**src/rtl/jpeg_dezigzag_dequant.sv**
```systemverilog
// Decoder-side dequantizer and de-zigzag: one zigzag-ordered coefficient per cycle into a
// ping-pong bank, then 8-coefficient natural-order rows streamed out to the IDCT.
module jpeg_dezigzag_dequant #(
    parameter int COEF_W = 10,
    parameter int OUT_W  = 12,
    parameter int Q_W    = 8
) (
    input  logic                     clock,
    input  logic                     reset,
    input  logic                     qt_wr_en,
    input  logic                     qt_wr_sel,
    input  logic [5:0]               qt_wr_addr,
    input  logic [Q_W-1:0]           qt_wr_data,
    input  logic                     in_valid,
    output logic                     in_ready,
    input  logic signed [COEF_W-1:0] in_coef,
    input  logic                     in_last,
    input  logic                     in_is_luminance,
    output logic                     out_valid,
    input  logic                     out_ready,
    output logic [8*OUT_W-1:0]       out_row,
    output logic [2:0]               out_row_idx,
    output logic                     out_last,
    output logic                     err_len
);
    localparam int PW = COEF_W + Q_W + 1;
    localparam logic signed [PW-1:0] SAT_MAX = PW'((2 ** (OUT_W - 1)) - 1);
    localparam logic signed [PW-1:0] SAT_MIN = ~SAT_MAX;

    // Zigzag position k -> natural row-major index n
    localparam logic [5:0] ZZ [64] = '{
        6'd0,  6'd1,  6'd8,  6'd16, 6'd9,  6'd2,  6'd3,  6'd10,
        6'd17, 6'd24, 6'd32, 6'd25, 6'd18, 6'd11, 6'd4,  6'd5,
        6'd12, 6'd19, 6'd26, 6'd33, 6'd40, 6'd48, 6'd41, 6'd34,
        6'd27, 6'd20, 6'd13, 6'd6,  6'd7,  6'd14, 6'd21, 6'd28,
        6'd35, 6'd42, 6'd49, 6'd56, 6'd57, 6'd50, 6'd43, 6'd36,
        6'd29, 6'd22, 6'd15, 6'd23, 6'd30, 6'd37, 6'd44, 6'd51,
        6'd58, 6'd59, 6'd52, 6'd45, 6'd38, 6'd31, 6'd39, 6'd46,
        6'd53, 6'd60, 6'd61, 6'd54, 6'd47, 6'd55, 6'd62, 6'd63
    };

    logic [Q_W-1:0]          qt   [2][64];
    logic signed [OUT_W-1:0] bank [2][64];
    logic [63:0]             mask [2];
    logic [1:0]              full;
    logic                    wb;
    logic                    rb;
    logic [5:0]              k;
    logic [2:0]              row;
    logic                    chroma_blk;
    logic                    err_q;

    logic                    accept;
    logic                    close;
    logic                    release_bank;
    logic [5:0]              nat;
    logic                    tsel;
    logic signed [PW-1:0]    prod;
    logic signed [OUT_W-1:0] sat;
    logic [5:0]              rd_idx;

    assign in_ready     = !full[wb] && !reset;
    assign accept       = in_valid && in_ready;
    assign close        = accept && (in_last || k == 6'd63);
    assign out_valid    = full[rb] && !reset;
    assign out_row_idx  = reset ? 3'd0 : row;
    assign out_last     = out_valid && row == 3'd7;
    assign err_len      = err_q && !reset;
    assign release_bank = out_valid && out_ready && row == 3'd7;
    assign nat          = ZZ[k];
    // The block's table is chosen at k=0; later coefficients use the latched choice.
    assign tsel         = (k == 6'd0) ? !in_is_luminance : chroma_blk;

    always_comb begin
        prod = $signed(in_coef) * $signed({1'b0, qt[tsel][nat]});
        if (prod > SAT_MAX)
            sat = SAT_MAX[OUT_W-1:0];
        else if (prod < SAT_MIN)
            sat = SAT_MIN[OUT_W-1:0];
        else
            sat = prod[OUT_W-1:0];
    end

    always_ff @(posedge clock) begin
        if (reset) begin
            for (int t = 0; t < 2; t++)
                for (int i = 0; i < 64; i++)
                    qt[t][i] <= Q_W'(1);
        end else if (qt_wr_en) begin
            qt[qt_wr_sel][qt_wr_addr] <= (qt_wr_data == '0) ? Q_W'(1) : qt_wr_data;
        end
    end

    always_ff @(posedge clock) begin
        if (accept)
            bank[wb][nat] <= sat;
    end

    // A releasing bank is always the one not being written, so the mask updates never collide.
    always_ff @(posedge clock) begin
        if (reset) begin
            full       <= 2'b00;
            wb         <= 1'b0;
            rb         <= 1'b0;
            k          <= 6'd0;
            row        <= 3'd0;
            chroma_blk <= 1'b0;
            err_q      <= 1'b0;
            mask[0]    <= '0;
            mask[1]    <= '0;
        end else begin
            err_q <= accept && k == 6'd63 && !in_last;
            if (accept) begin
                mask[wb][nat] <= 1'b1;
                if (k == 6'd0)
                    chroma_blk <= !in_is_luminance;
                k <= close ? 6'd0 : k + 6'd1;
                if (close) begin
                    full[wb] <= 1'b1;
                    wb       <= !wb;
                end
            end
            if (out_valid && out_ready)
                row <= row + 3'd1;
            if (release_bank) begin
                full[rb] <= 1'b0;
                mask[rb] <= '0;
                rb       <= !rb;
            end
        end
    end

    // Unwritten entries read as zero, giving EOB zero-fill for free.
    always_comb begin
        out_row = '0;
        rd_idx  = '0;
        for (int c = 0; c < 8; c++) begin
            rd_idx = {row, 3'(c)};
            if (mask[rb][rd_idx])
                out_row[OUT_W*c +: OUT_W] = bank[rb][rd_idx];
        end
    end
endmodule

```
**config.mk**
```make
export PLATFORM = sky130hd
export DESIGN_NAME = jpeg_dezigzag_dequant
export DESIGN_NICKNAME = d
export VERILOG_FILES = /design/src/rtl/jpeg_dezigzag_dequant.sv
export SDC_FILE = /design/constraint.sdc
export NUM_CORES = 2
export LEC_CHECK = 0
export BUFFER_PORTS_ARGS = -buffer_cell sky130_fd_sc_hd__buf_2
export CAP_MARGIN = 20
export CORE_ASPECT_RATIO = 1.4
export CORE_MARGIN = 2
export CORE_UTILIZATION = 45
export DETAILED_ROUTE_END_ITERATION = 10
export PLACE_DENSITY = 0.62
export SYNTH_ARGS = -nofsm -noshare
export SYNTH_HDL_FRONTEND = slang
export SYNTH_SLANG_ARGS = --single-unit
export TNS_END_PERCENT = 30
```
**constraint.sdc**
```tcl
create_clock -name clock -period 15.85 [get_ports clock]
set_input_delay 0 -clock clock [delete_from_list [all_inputs] [get_ports clock]]
set_output_delay 0 -clock clock [all_outputs]
set_load 0.02 [all_outputs]
```
==> run metrics <==
Most Frequent Cell on Critical Path buf_4; CP required 16,390 ps; Worst path max stage delay 890 ps; WP data arrival 13,430 ps; Hold Vio Cnt, Final 0; chip height 599 um; Ports 135; GP Congestion 0.975; All-Layer GR Usage 0.277; Register Area 79,800 sq um; initial antenna violation count 14; vias in the first global route 68,200; Critical Path End Type flip-flop; Synth area leader edfxtp_1; Sink Count 2,704; pwr dens 278 nW/um^2; Avg Inst Size Synth 15.8 sq um; Synth Warn # 0; Setup crit start kind flip-flop; Fin Clk Skew 73.3 ps; fmax 77.6 MHz; Final Util 0.506; cts repair resizes 0; # DRC 0; nets@finish 7,481; Layout Cell Area excl Fill 127,000 sq um; first-pass GRT wire length 508 mm; vias 68,800; max_slew headroom 0.135; worst vdd ir 1360 uV; deepest clock path buffer count 4; fin cells 10,800; Yosys top cell area share 0.677; Hold Path Class in2reg; leakage power 41.8 nW; slowest CP cell a31oi_1; RSZ-0062 raised after global routing no; Starting DRT DRC Count 9,522; sequential area share after synthesis 0.702; DP Cell Count 10,300; fraction of registers with async set or reset after synthesis 0; total of max-cap violations 0; Detail Placement HPWL 218 mm; DR vias/cell 6.35; worst hold slack 34.6 ps; gate count of the mapped netlist 7,211; gr ovfl total 0; status finished clean; Yosys reg bits 2,704; clk_lat worst skew 860 ps; clock-pin slew of the registers on the worst-case setup and hold paths 60 ps; area of the core 251,000 sq um; Post-synth top flop edfxtp_1; syn_nets 7,364; Syn Std Cell Area 114,000 sq um; layout cell share with drive strength beyond 1 0.193; Slew Viols, Final 0; crit path max fanout 78; CTS HTree Levels 5; Synth area leaders edfxtp_1, mux4_2, dfxtp_1; Starting Density 0.452; Commonest cells post-synth edfxtp_1, nor2_1, nand2_1, mux4_2, clkbuf_1; die area 257,000 sq um; chip width 429 um; most common cell in the netlist edfxtp_1; root buffer cell clkbuf_16; number of buffers created by CTS 266; WL per Instance 33.2 um; Crit Path Class reg2reg; post-route setup TNS 0 ps; final worst slack 2960 ps; PortBufs 134; crit path time final 12,890 ps; total power 35.4 mW; num rows 218; Setup violations, final 0; DR pass1 iterations 7; final WL 359 mm; EDFF count, synth 2,560; fin crit share 0.813; largest net degree at the start of global routing 138; CTS tree done; Area Growth Syn to Fin 12.0%; Unique masters post-synth 90; Post-DRT Antenna Nets 0; Slew @ Worst Pin 1290 ps; Area after DPL 118,000 sq um; Place WS 3140 ps; fillers 20,600; Multi-input gate area 31,700 sq um
## registers in the layout, indices dropped and copies added, names as in the netlist, 2 cells and up, named ones only
name	count
row	3
full	2
bank	1536
mask	128
qt	1024
k	6
## what timing repair did
| action | in CTS | in global routing |
|---|---|---|
| endpoints found under the hold margin | 193 | 0 |
| setup endpoints to repair | 0 | 0 |
| hold buffers | 25 | 0 |
| setup buffers | 0 | 0 |
## layout make-up
| type | count | share of cell area |
|---|---|---|
| multi-input cells | 3865 | 0.249 |
| flip-flops and latches | 2704 | 0.627 |
| repair buffers | 359 | 0.0217 |
| clock buffers | 351 | 0.0577 |
| diodes | 8 | 0.000157 |
| inverters | 132 | 0.00393 |
| clock inverters | 114 | 0.00785 |
| well taps | 3300 | 0.0324 |
## cell families (layout without fill, tap and decap cells)
| logic type | after synthesis | in the layout | share of synthesized area |
|---|---|---|---|
| flip-flops | 2704 | 2704 | 0.702 |
| AND/OR/NAND/NOR | 2311 | 2311 | 0.0922 |
| AO/OA/AOI/OAI | 772 | 772 | 0.0486 |
| buffers and inverters | 642 | 956 | 0.0246 |
| multiplexers | 636 | 636 | 0.113 |
| adder cells (fa/ha/maj) | 121 | 121 | 0.0177 |
| XOR/XNOR | 25 | 25 | 0.00193 |
| other | 0 | 8 | 0 |
## worst max-delay path: cells and delay by family (launching register included)
kind,cells,cell delay (ps)
AND/OR/NAND/NOR,5,1690
adder cells (fa/ha/maj),6,2730
flip-flops,1,660
AO/OA/AOI/OAI,12,4690
buffers and inverters,8,2590
## routing by layer
metal,vias to the layer above,GRT usage,part of all wire
li1,28100,-,-
met1,35400,0.333,0.35
met2,4129,0.463,0.49
met3,1119,0.0481,0.088
met4,8,0.178,0.077
met5,-,0,0.00016
## layout by cell type, fill, tap and decap left out, drive strengths merged, types with 17 or more instances in the layout
master	Yosys	layout
fa	66	66
dfxtp	144	144
edfxtp	2560	2560
mux2i	97	97
a21oi	143	143
ha	55	55
and2	37	37
nand2	754	754
nor2	771	771
dlygate4sd3	0	25
clkbuf	281	353
and3	142	142
buf	229	331
nor4	41	41
o21ai	70	70
nand4	91	91
inv	132	143
a221oi	29	29
nand2b	22	22
a32oi	18	18
xnor2	17	17
a31oi	59	59
nor2b	115	115
mux2	23	23
a21o	89	89
a211oi	91	91
nor3	39	39
a22oi	51	51
nand3	240	240
a2111oi	31	31
mux4	516	516
clkinv	0	81
a311oi	42	42
## power by group
group	switching, mW	internal, mW
Combinational	10.0	1.58
Sequential	0.0761	17.4
Clock	2.72	3.50
Total	12.8	22.5
## path summary, 6_finish.rpt
| path | slack, ps | to | depth (start not counted) | start |
|---|---|---|---|---|
| worst min-delay path | 30 | bank[0][264] | 2 | in_coef[0] |
| worst min register to register | 450 | mask[0][45] | 1 | mask[0][45] |
| worst max register to register | 2960 | bank[1][390] | 31 | k[0] |
| worst max-delay path | 2960 | bank[1][390] | 31 | k[0] |
No activity file was read; power rests on OpenSTA's default activity.
